$ cat src/rtl/trap_ctrl_pkg.sv
// Shared types and constants for the trap sequencer: privilege encodings,
// mstatus bit positions, interrupt priority order and the CSR input bundle.
package trap_ctrl_pkg;

    localparam int CSR_XLEN = 64;

    localparam logic [1:0] PRIV_U = 2'd0;
    localparam logic [1:0] PRIV_S = 2'd1;
    localparam logic [1:0] PRIV_M = 2'd3;

    localparam int MS_SIE    = 1;
    localparam int MS_MIE    = 3;
    localparam int MS_SPIE   = 5;
    localparam int MS_MPIE   = 7;
    localparam int MS_SPP    = 8;
    localparam int MS_MPP_LO = 11;
    localparam int MS_MPP_HI = 12;

    localparam logic [5:0] IRQ_SSI = 6'd1;
    localparam logic [5:0] IRQ_MSI = 6'd3;
    localparam logic [5:0] IRQ_STI = 6'd5;
    localparam logic [5:0] IRQ_MTI = 6'd7;
    localparam logic [5:0] IRQ_SEI = 6'd9;
    localparam logic [5:0] IRQ_MEI = 6'd11;
    localparam int         NUM_IRQ = 6;

    localparam logic [5:0] ILLEGAL_INST = 6'd2;

    typedef enum logic [1:0] {
        ST_IDLE     = 2'd0,
        ST_FLUSH    = 2'd1,
        ST_REDIRECT = 2'd2
    } state_e;

    typedef struct packed {
        logic [CSR_XLEN-1:0] mstatus;
        logic [CSR_XLEN-1:0] mie;
        logic [CSR_XLEN-1:0] mip;
        logic [CSR_XLEN-1:0] mtvec;
        logic [CSR_XLEN-1:0] stvec;
        logic [CSR_XLEN-1:0] mepc;
        logic [CSR_XLEN-1:0] sepc;
        logic [CSR_XLEN-1:0] medeleg;
        logic [CSR_XLEN-1:0] mideleg;
    } CSRPack;

    // Index 0 is the highest-priority interrupt.
    function automatic logic [5:0] irq_prio(input int idx);
        case (idx)
            0:       return IRQ_MEI;
            1:       return IRQ_MSI;
            2:       return IRQ_MTI;
            3:       return IRQ_SEI;
            4:       return IRQ_SSI;
            default: return IRQ_STI;
        endcase
    endfunction

endpackage

$ cat src/rtl/trap_decide.sv
// Combinational event selection: picks interrupt/exception/xret for the
// committing instruction, its target bank, cause/tval and the new fetch pc.
module trap_decide
    import trap_ctrl_pkg::*;
#(
    parameter int XLEN = 64
) (
    input  logic [1:0]      priv_i,
    input  CSRPack          csr_i,
    input  logic            cmt_valid_i,
    input  logic            cmt_exc_i,
    input  logic [XLEN-1:0] cmt_cause_i,
    input  logic [XLEN-1:0] cmt_tval_i,
    input  logic            cmt_mret_i,
    input  logic            cmt_sret_i,
    output logic            trap_o,
    output logic            mret_o,
    output logic            sret_o,
    output logic            to_s_o,
    output logic [XLEN-1:0] cause_o,
    output logic [XLEN-1:0] tval_o,
    output logic [XLEN-1:0] tgt_pc_o
);

    logic [XLEN-1:0] pend, exc_cause, tvec, base;
    logic            irq_hit, irq_to_s, irq_en, tgt_s, ill_xret, is_exc;
    logic [5:0]      irq_code, code;

    assign pend = csr_i.mip & csr_i.mie;

    // Lowest priority scanned first so the highest enabled bit is written last.
    always_comb begin
        irq_hit  = 1'b0;
        irq_to_s = 1'b0;
        irq_code = '0;
        code     = '0;
        irq_en   = 1'b0;
        tgt_s    = 1'b0;
        for (int k = NUM_IRQ - 1; k >= 0; k--) begin
            code = irq_prio(k);
            if (csr_i.mideleg[code]) begin
                tgt_s  = (priv_i <= PRIV_S);
                irq_en = tgt_s ? (priv_i == PRIV_U || csr_i.mstatus[MS_SIE])
                               : (priv_i != PRIV_M);
            end else begin
                tgt_s  = 1'b0;
                irq_en = (priv_i != PRIV_M) || csr_i.mstatus[MS_MIE];
            end
            if (pend[code] && irq_en) begin
                irq_hit  = 1'b1;
                irq_to_s = tgt_s;
                irq_code = code;
            end
        end
    end

    assign ill_xret  = (cmt_mret_i && priv_i != PRIV_M) ||
                       (cmt_sret_i && priv_i == PRIV_U);
    assign is_exc    = cmt_exc_i || ill_xret;
    assign exc_cause = cmt_exc_i ? cmt_cause_i : XLEN'(ILLEGAL_INST);

    assign trap_o = cmt_valid_i && (irq_hit || is_exc);
    assign mret_o = cmt_valid_i && !irq_hit && !is_exc && cmt_mret_i;
    assign sret_o = cmt_valid_i && !irq_hit && !is_exc && !cmt_mret_i && cmt_sret_i;

    assign to_s_o = irq_hit ? irq_to_s
                            : (csr_i.medeleg[exc_cause[5:0]] && priv_i <= PRIV_S);

    always_comb begin
        cause_o = exc_cause;
        if (irq_hit) begin
            cause_o         = '0;
            cause_o[XLEN-1] = 1'b1;
            cause_o[5:0]    = irq_code;
        end
    end

    assign tval_o = (irq_hit || !cmt_exc_i) ? '0 : cmt_tval_i;

    assign tvec = to_s_o ? csr_i.stvec : csr_i.mtvec;
    assign base = {tvec[XLEN-1:2], 2'b00};

    always_comb begin
        if (mret_o)
            tgt_pc_o = csr_i.mepc;
        else if (sret_o)
            tgt_pc_o = csr_i.sepc;
        else if (irq_hit && tvec[1:0] == 2'b01)
            tgt_pc_o = base + XLEN'({irq_code, 2'b00});
        else
            tgt_pc_o = base;
    end

endmodule

$ cat src/rtl/trap_ctrl.sv
// Trap sequencer: commits an event into CSR write strobes and privilege,
// then runs a flush -> redirect sequence toward the front end.
module trap_ctrl
    import trap_ctrl_pkg::*;
#(
    parameter int         XLEN         = 64,
    parameter int         FLUSH_CYCLES = 2,
    parameter logic [1:0] RESET_PRIV   = 2'd3
) (
    input  logic            clk,
    input  logic            rst,
    input  logic            cmt_valid,
    output logic            cmt_ready,
    input  logic [XLEN-1:0] cmt_pc,
    input  logic            cmt_exc,
    input  logic [XLEN-1:0] cmt_cause,
    input  logic [XLEN-1:0] cmt_tval,
    input  logic            cmt_mret,
    input  logic            cmt_sret,
    input  CSRPack          csr_in,
    output logic            trap_we,
    output logic            trap_to_s,
    output logic [XLEN-1:0] trap_epc,
    output logic [XLEN-1:0] trap_cause,
    output logic [XLEN-1:0] trap_tval,
    output logic            xret_we,
    output logic [XLEN-1:0] new_mstatus,
    output logic [1:0]      priv,
    output logic            switch_mode,
    output logic [XLEN-1:0] cosim_epc,
    output logic [XLEN-1:0] cosim_cause,
    output logic [XLEN-1:0] cosim_tval,
    output logic            flush,
    output logic            redirect,
    output logic [XLEN-1:0] redirect_pc
);

    localparam logic [3:0] FLUSH_LOAD = 4'(FLUSH_CYCLES - 1);

    state_e          state_q, state_d;
    logic [3:0]      cnt_q, cnt_d;
    logic [1:0]      priv_q, priv_d, priv_new;
    logic [XLEN-1:0] redir_pc_q, redir_pc_d;
    logic [XLEN-1:0] cosim_epc_q, cosim_cause_q, cosim_tval_q;
    logic            d_trap, d_mret, d_sret, d_to_s, any_evt, evt;
    logic [XLEN-1:0] d_cause, d_tval, d_tgt_pc, mstatus_new;

    trap_decide #(.XLEN(XLEN)) u_decide (
        .priv_i      (priv_q),
        .csr_i       (csr_in),
        .cmt_valid_i (cmt_valid),
        .cmt_exc_i   (cmt_exc),
        .cmt_cause_i (cmt_cause),
        .cmt_tval_i  (cmt_tval),
        .cmt_mret_i  (cmt_mret),
        .cmt_sret_i  (cmt_sret),
        .trap_o      (d_trap),
        .mret_o      (d_mret),
        .sret_o      (d_sret),
        .to_s_o      (d_to_s),
        .cause_o     (d_cause),
        .tval_o      (d_tval),
        .tgt_pc_o    (d_tgt_pc)
    );

    assign any_evt = d_trap || d_mret || d_sret;
    assign evt     = (state_q == ST_IDLE) && any_evt;

    always_comb begin
        mstatus_new = csr_in.mstatus;
        priv_new    = priv_q;
        if (d_trap && !d_to_s) begin
            mstatus_new[MS_MPIE]             = csr_in.mstatus[MS_MIE];
            mstatus_new[MS_MIE]              = 1'b0;
            mstatus_new[MS_MPP_HI:MS_MPP_LO] = priv_q;
            priv_new                         = PRIV_M;
        end else if (d_trap) begin
            mstatus_new[MS_SPIE] = csr_in.mstatus[MS_SIE];
            mstatus_new[MS_SIE]  = 1'b0;
            mstatus_new[MS_SPP]  = priv_q[0];
            priv_new             = PRIV_S;
        end else if (d_mret) begin
            mstatus_new[MS_MIE]              = csr_in.mstatus[MS_MPIE];
            mstatus_new[MS_MPIE]             = 1'b1;
            mstatus_new[MS_MPP_HI:MS_MPP_LO] = 2'b00;
            priv_new                         = csr_in.mstatus[MS_MPP_HI:MS_MPP_LO];
        end else if (d_sret) begin
            mstatus_new[MS_SIE]  = csr_in.mstatus[MS_SPIE];
            mstatus_new[MS_SPIE] = 1'b1;
            mstatus_new[MS_SPP]  = 1'b0;
            priv_new             = {1'b0, csr_in.mstatus[MS_SPP]};
        end
    end

    always_ff @(posedge clk or posedge rst) begin
        if (rst) state_q <= ST_IDLE;
        else     state_q <= state_d;
    end

    always_comb begin
        state_d = state_q;
        case (state_q)
            ST_IDLE:     if (any_evt) state_d = ST_FLUSH;
            ST_FLUSH:    if (cnt_q == 4'd0) state_d = ST_REDIRECT;
            ST_REDIRECT: state_d = ST_IDLE;
            default:     state_d = ST_IDLE;
        endcase
    end

    always_comb begin
        cmt_ready   = (state_q == ST_IDLE);
        trap_we     = (state_q == ST_IDLE) && d_trap;
        xret_we     = (state_q == ST_IDLE) && (d_mret || d_sret);
        switch_mode = trap_we || xret_we;
        trap_to_s   = trap_we && d_to_s;
        flush       = (state_q == ST_FLUSH) || (state_q == ST_REDIRECT);
        redirect    = (state_q == ST_REDIRECT);
    end

    // Counter is reloaded every idle cycle so FLUSH always starts full.
    assign cnt_d      = (state_q == ST_IDLE) ? FLUSH_LOAD
                      : (state_q == ST_FLUSH && cnt_q != 4'd0) ? cnt_q - 4'd1 : cnt_q;
    assign priv_d     = evt ? priv_new : priv_q;
    assign redir_pc_d = evt ? d_tgt_pc : redir_pc_q;

    always_ff @(posedge clk or posedge rst) begin
        if (rst) begin
            cnt_q         <= '0;
            priv_q        <= RESET_PRIV;
            redir_pc_q    <= '0;
            cosim_epc_q   <= '0;
            cosim_cause_q <= '0;
            cosim_tval_q  <= '0;
        end else begin
            cnt_q      <= cnt_d;
            priv_q     <= priv_d;
            redir_pc_q <= redir_pc_d;
            if (trap_we) begin
                cosim_epc_q   <= cmt_pc;
                cosim_cause_q <= d_cause;
                cosim_tval_q  <= d_tval;
            end
        end
    end

    assign trap_epc    = cmt_pc;
    assign trap_cause  = d_cause;
    assign trap_tval   = d_tval;
    assign new_mstatus = mstatus_new;
    assign priv        = priv_q;
    assign cosim_epc   = cosim_epc_q;
    assign cosim_cause = cosim_cause_q;
    assign cosim_tval  = cosim_tval_q;
    assign redirect_pc = redir_pc_q;

endmodule
$ cat config.mk
export PLATFORM = sky130hd
export DESIGN_NAME = trap_ctrl
export DESIGN_NICKNAME = d
export VERILOG_FILES = /design/src/rtl/trap_ctrl_pkg.sv /design/src/rtl/trap_decide.sv /design/src/rtl/trap_ctrl.sv
export SDC_FILE = /design/constraint.sdc
export NUM_CORES = 1
export LEC_CHECK = 0
export BUFFER_PORTS_ARGS = -buffer_cell sky130_fd_sc_hd__buf_2
export CORE_AREA = 10 10 493 495
export CTS_CLUSTER_SIZE = 8
export DETAILED_ROUTE_END_ITERATION = 10
export DIE_AREA = 0 0 503 505
export GPL_TIMING_DRIVEN = 0
export PLACE_DENSITY = 0.3
export SETUP_SLACK_MARGIN = 0.02
export SKIP_CTS_REPAIR_TIMING = 1
export SLEW_MARGIN = 20
export SYNTH_ARGS = -nofsm -noshare
export SYNTH_HDL_FRONTEND = slang
export SYNTH_SLANG_ARGS = --single-unit
$ cat constraint.sdc
create_clock -name clk -period 11 [get_ports clk]
set_clock_uncertainty 0.15 [all_clocks]
set_input_delay 0.55 -clock clk [delete_from_list [all_inputs] [get_ports clk]]
set_output_delay 0.55 -clock clk [all_outputs]
set_load 0.01 [all_outputs]
# [After elaboration in Yosys (flattened, before gate mapping)]
# Cells that the tools add are included.
[word_totals] reg_bits=264 output_inout_bits=521 elab_cells=135
[op_classes] n_addsub=2 order_cmp=2 n_eq_ne=6 n_mux=71 bitwise=1 reduce_logical=46
[ops] op="64-bit 2-to-1 mux" n=7
[ops] op="64-bit by 8-bit adder with 64-bit output" n=1
[ops] op="1-bit 2-to-1 mux" n=45
[ops] op="6-bit 2-to-1 mux" n=4
[ops] op="1-bit logical AND" n=22
[ops] op="2-bit 2-to-1 mux" n=9
[ops] op="12-bit AND" n=1
[ops] op="1-bit logical OR" n=11
[ops] op="4-bit 2-to-1 mux" n=2
[ops] op="4-bit nonzero test" n=2
[ops] op="6-bit by 7-bit less-than comparator with 1-bit output, second input constant" n=1
[ops] op="1-bit binary-select mux with 6-bit select" n=1
[ops] op="3-bit 2-to-1 mux" n=2
[ops] op="1-bit zero test" n=5
[ops] op="2-bit by 1-bit equality test with 1-bit output, second input constant" n=2
[ops] op="2-bit zero test" n=2
[ops] op="4-bit zero test" n=1
[ops] op="2-bit inequality test, second input constant" n=2
[ops] op="2-bit case mux with 2 select lines" n=1
[ops] op="2-bit AND reduction" n=2
[ops] op="4-bit by 1-bit subtractor with 4-bit output, second input constant" n=1
[ops] op="2-bit equality test, second input constant" n=1
[ops] op="2-bit by 1-bit <= comparator with 1-bit output, second input constant" n=1
[ops] op="2-bit by 1-bit inequality test with 1-bit output, second input constant" n=1
[ops] op="2-bit nonzero test" n=1

# [Depth between registers and ports, before layout]
[logic_depth] depth_word=20 depth_mapped=26 mapped_depth_nobuf=20

# [By module]
# A second synthesis with hierarchy kept.
[unflattened] hier_cells=1786 area_unflattened_um2=17722.0
[modules_own_cells] module="trap_ctrl" n_inst=1 cells_each=742 area_each_um2=11148.2
[modules_own_cells] module="trap_decide" n_inst=1 cells_each=1044 area_each_um2=6573.8

# [Worst setup path after synthesis]
# OpenSTA, ideal clock, no wires.
[synth_path] kind="input port to flip-flop" from="in cmt_exc" to="reg redir_pc_q[63], in the netlist redirect_pc[63]" setup_ps=138 t_arrival_ps=5284 required_time_ps=10712 setup_slack_ps=5428 stages=24 path_buffers=4 cell_sequence="buf_2 > nand2_1 > o2111ai_1 > o32ai_1 > or4_1 > o2111ai_1 > a41o_1 > buf_6 > buf_6 > buf_2 > mux2i_1 > inv_1 > ha_1 > a21o_1 > a21oi_1 > nor2b_1 > nor2_1 > or4_1 > or2_2 > mux2i_1 > nand3_2 > or3_1 > xnor2_1 > o22ai_1"
[synth_via] elab_chain_cells=11 word_cells_on_any_way=23
[synth_lines] element="from (decl)" line_no="trap_ctrl.sv:15" text="input logic cmt_exc,"
[synth_lines] element="parallel branches: the longest is 11 deep, another holds 64-bit by 8-bit adder with 64-bit output"
[synth_lines] element="to (signal assigned)" line_no="trap_ctrl.sv:137" text="redir_pc_q <= redir_pc_d;"
[synth_lines] element="to (decl)" line_no="trap_ctrl.sv:43" text="logic [XLEN-1:0] redir_pc_q, redir_pc_d;"
# Several ways; the timed one is not identified. The select of a mux whose other input is x is not followed.
# A chain may end at the register's enable or synchronous reset.

# [Worst setup path after layout]
[layout_path] from="in cmt_cause[2]" to="reg redir_pc_q[63], in the netlist redirect_pc[63]"
[layout_via] elab_chain_cells=11 word_cells_on_any_way=12
[layout_lines] element="from (decl)" line_no="trap_ctrl.sv:16" text="input logic [XLEN-1:0] cmt_cause,"
[layout_lines] element="64-bit 2-to-1 mux (*)" line_no="trap_decide.sv:60" text="assign exc_cause = cmt_exc_i ? cmt_cause_i : XLEN'(ILLEGAL_INST);"
[layout_lines] element="1-bit binary-select mux with 6-bit select (*)" line_no="trap_decide.sv:67" text=": (csr_i.medeleg[exc_cause[5:0]] && priv_i <= PRIV_S);"
[layout_lines] element="1-bit 2-to-1 mux (not written as such) (*)" line_no="trap_decide.sv:67"
[layout_lines] element="1-bit logical AND (*)" line_no="trap_decide.sv:67"
[layout_lines] element="1-bit 2-to-1 mux (*)" line_no="trap_decide.sv:66" text="assign to_s_o = irq_hit ? irq_to_s"
[layout_lines] element="64-bit 2-to-1 mux (*)" line_no="trap_decide.sv:80" text="assign tvec = to_s_o ? csr_i.stvec : csr_i.mtvec;"
[layout_lines] element="parallel branches: the longest is 2 deep, another holds 64-bit by 8-bit adder with 64-bit output"
[layout_lines] element="64-bit 2-to-1 mux (*)" line_no="trap_decide.sv:88" text="else if (irq_hit && tvec[1:0] == 2'b01)"
[layout_lines] element="64-bit 2-to-1 mux (*)" line_no="trap_decide.sv:86" text="else if (sret_o)"
[layout_lines] element="64-bit 2-to-1 mux (*)" line_no="trap_decide.sv:84" text="if (mret_o)"
# Mark *: on every way between the ends. The select of a mux whose other input is x is not followed.

==> summary.md <==
| Metric | Value |
|---|---|
| Relative slew slack | between 20 and 30% |
| Fin cells | 6,122 |
| Drt pass-1 iters | 8 |
| Cell area after synthesis | 17,100 µm² |
| Synth top area share | 38.3% |
| Grt peak-use layer | met2 |
| Reg clk slew, reported paths | 0.05 ns |
| Htree depth | 2 |
| Count of cell types in the netlist | 94 |
| First-pass GRT wire length | 237,000 µm |
| Min Tclk post-route | 7.90 ns |
| Final setup fails | 0 |
| Clk buf depth | 3 |
| Drt via density | 3.31 |
| Total global routing overflow | 0 |
| Leakage | 13.6 nW |
| RSZ-0062 raised after global routing | false |
| Largest net degree at the start of global routing | between 80 and 90 |
| Gp weighted congestion | 0.867 |
| Fmax | 127 MHz |
| Required time worst endpoint | 11.30 ns |
| Worst path bufs/invs | 7 |
| CTS Sinks | 264 |
| Syn_area_per_cell | 9.15 µm² |
| GR Util met3 | 6.40% |
| Most frequent cell after synthesis | nand2_1 |
| Site row count | 177 |
| Final Power | 6.53 mW |
| Met2 Use GR | between 20% and 30% |
| Dpl cells | between 5k and 6k |
| Setup Crit Path Kind | primary input to flip-flop |
| GRT Resource Usage Total | 14.2% |
| Actual slew at the worst max-slew pin | 1.06 ns |
| Core footprint | approximately 230,000 µm² |
| VDD IR max | 0.102 mV |
| Delay-heaviest family, CP | simple AND/OR/NAND/NOR gates |
| GRT met1 Usage | 13.7% |
| Die Span X | 503 µm |
| Synth cell count leaders | nand2_1, dfrtp_1, and3_1 |
| Setup crit start kind | primary input |
| Synth Flop Type | dfrtp_1 |
| Critical Path End Type | flip-flop |
| Max-slew violations | 0 |
| Max stage delay on crit path | 0.66 ns |
| Routed wire length per instance | 31.2 µm |
| Crit path DAT | 8.21 ns |
| Fin util | between 10 and 15% |
| Post-route cell area | 28,300 µm² |
| Worst skew pair latency | 0.63 ns |
| EDFF count, synth | 0 |
| Initial antenna violation count | 91 |
| Die area | 254,000 µm² |
| Worst hold slack | 0.0233 ns |
| Cells taking the most area after synthesis | dfrtp_1, mux2_2, nand2_1, buf_4, and3_1 |
| Seq cells post-synth | about 260 |
| # IOs | 1,295 |
| Cts bufs inserted | between 40 and 50 |
| Vias | 20.3k |
| Post-route ant nets | 0 |
| Starting Density | 7.38% |
| Synthesized instance count | 1,873 |
| Mapped Nets | 2,657 |
| Port bufs | 1,060 |
| Fraction of layout instances using a drive strength above 1 | 48.2% |
| HPWL after DPL | 168,000 µm |
| Area leader, netlist | dfrtp_1 |
| Initial drt markers | 1,315 |
| Cell mode on critical path | buf_2 |
| Root Driver | clkbuf_16 |
| Async SR Flop Fraction | 100% |
| Drt total wl | 191,000 µm |
| Vias in the first global route | 21.3k |
| Status | finished, final reports clean |
| Power per cell area | about 230 nW/µm² |
| Layout area overhead | 65.0% |
| Ys Warns | 0 |
| Min-delay worst type | primary input to flip-flop |
| Slowest stage cell, crit path | or4_1 |
| DP Area | 26,400 µm² |
| Register area share after synthesis | between 30 and 40% |
| Final hold vios | 0 |
| Post-route DRC | 0 |
| Crit path max fanout | 10 |
| Final period utilization | 71.9% |
| Die height | 505 µm |
| TritonCTS clock tree | yes |
| Final #Nets | 3,820 |
| # Max-Cap Violations | 0 |
## sequential cells by signal (all words and copies together) (netlist names)
signal       count
cnt_q            4
state_q          2
redirect_pc     64
cosim_cause     64
cosim_epc       64
priv             2
cosim_tval      64
## layer usage
metal	vias up	wire [µm]
met2	1092	103000
met1	9923	63400
met5	-	189
met4	30	3560
met3	239	20600
li1	8993	-
## layout by cell type (no fill, tap or decap), types with 7 or more instances in the layout
cell | netlist | layout
dfrtp_1 | 262 | 262
buf_1 | 9 | 7
xnor2_1 | 48 | 48
a211oi_1 | 10 | 10
a21oi_1 | 24 | 24
nand2_1 | 301 | 301
nor2_1 | 102 | 101
or2_2 | 8 | 8
mux2i_1 | 67 | 67
clkbuf_1 | 83 | 81
xor2_1 | 34 | 34
a222oi_1 | 12 | 12
and3_1 | 145 | 145
clkbuf_2 | 0 | 10
and4_1 | 7 | 7
nor2b_1 | 10 | 10
diode_2 | 0 | 24
nand3_1 | 55 | 55
nor4_1 | 7 | 7
nand4_1 | 46 | 46
clkbuf_16 | 0 | 44
buf_2 | 18 | 1081
ha_1 | 9 | 9
nor3_1 | 31 | 30
mux2_2 | 139 | 139
a221o_1 | 16 | 16
and2_1 | 8 | 8
a221oi_1 | 38 | 36
inv_1 | 26 | 25
buf_4 | 126 | 127
dlygate4sd3_1 | 0 | 50
buf_6 | 6 | 7
o22ai_1 | 33 | 33
a31oi_1 | 7 | 7
o211ai_1 | 11 | 11
o21ai_0 | 50 | 50
## per-stage QoR
stage                     worst slack, ns  TNS, ns
final                                3.10        0
after global placement              -2.90  -731.31
after detailed placement             2.05        0
after floorplan                      3.03        0
after global routing                 2.61        0
after CTS                            2.74        0
## cell type report
cell class	count	area, µm²
Antenna cell	24	60.1
Buffer	242	1460
Clock buffer	54	1160
Clock inverter	11	126
Fill cell	26998	204000
Inverter	31	124
Multi-Input combinational cell	1336	8990
Sequential cell	264	6610
Tap cell	3043	3810
Timing Repair Buffer	1117	5940
## logic make-up after synthesis
family,Yosys count,synth area share (%)
and+or+nand+nor,759,21.7
DFF,264,38.6
buffers and inverters,273,9.13
AOI/OAI and AO/OA,272,11.9
xor gates and xnor gates,82,4.19
muxes,213,13.7
adders and majority gates,10,0.774
## final timing paths
kind                       depth (start not counted)         start         endpoint  slack [ns]
max                                               26  cmt_cause[2]  redirect_pc[63]        3.10
max reg2reg                                       23       priv[0]  redirect_pc[63]        3.39
max in group asynchronous                          4           rst  redirect_pc[44]        9.41
min reg2reg                                        2  cosim_epc[3]     cosim_epc[3]        0.32
min                                                3    cmt_pc[40]    cosim_epc[40]        0.02
min in group asynchronous                          3           rst    cosim_epc[49]        0.34
## power by group
group / leakage (nW) / internal, mW / switching (mW)
sequential: 3.35 / 1.44 / 0.250
clock: 0.627 / 0.762 / 0.592
combinational: 9.58 / 1.19 / 2.29
total: 13.6 / 3.39 / 3.13
## worst reg2reg max path, stage by stage, from the launching register on
cell      delay (ns)
dfstp_2         0.61
buf_2           0.30
a311oi_2        0.23
nor3_4          0.51
and2_1          0.21
buf_2           0.34
a41o_1          0.27
buf_6           0.17
buf_6           0.24
buf_2           0.52
mux2i_1         0.40
inv_1           0.08
ha_1            0.28
a21o_1          0.11
a21oi_1         0.08
nor2b_1         0.12
nor2_1          0.20
or4_1           0.67
or2_2           0.32
mux2i_1         0.50
nand3_2         0.31
or3_1           0.52
xnor2_1         0.19
o22ai_1         0.10
(Power assumes the default switching activity.)
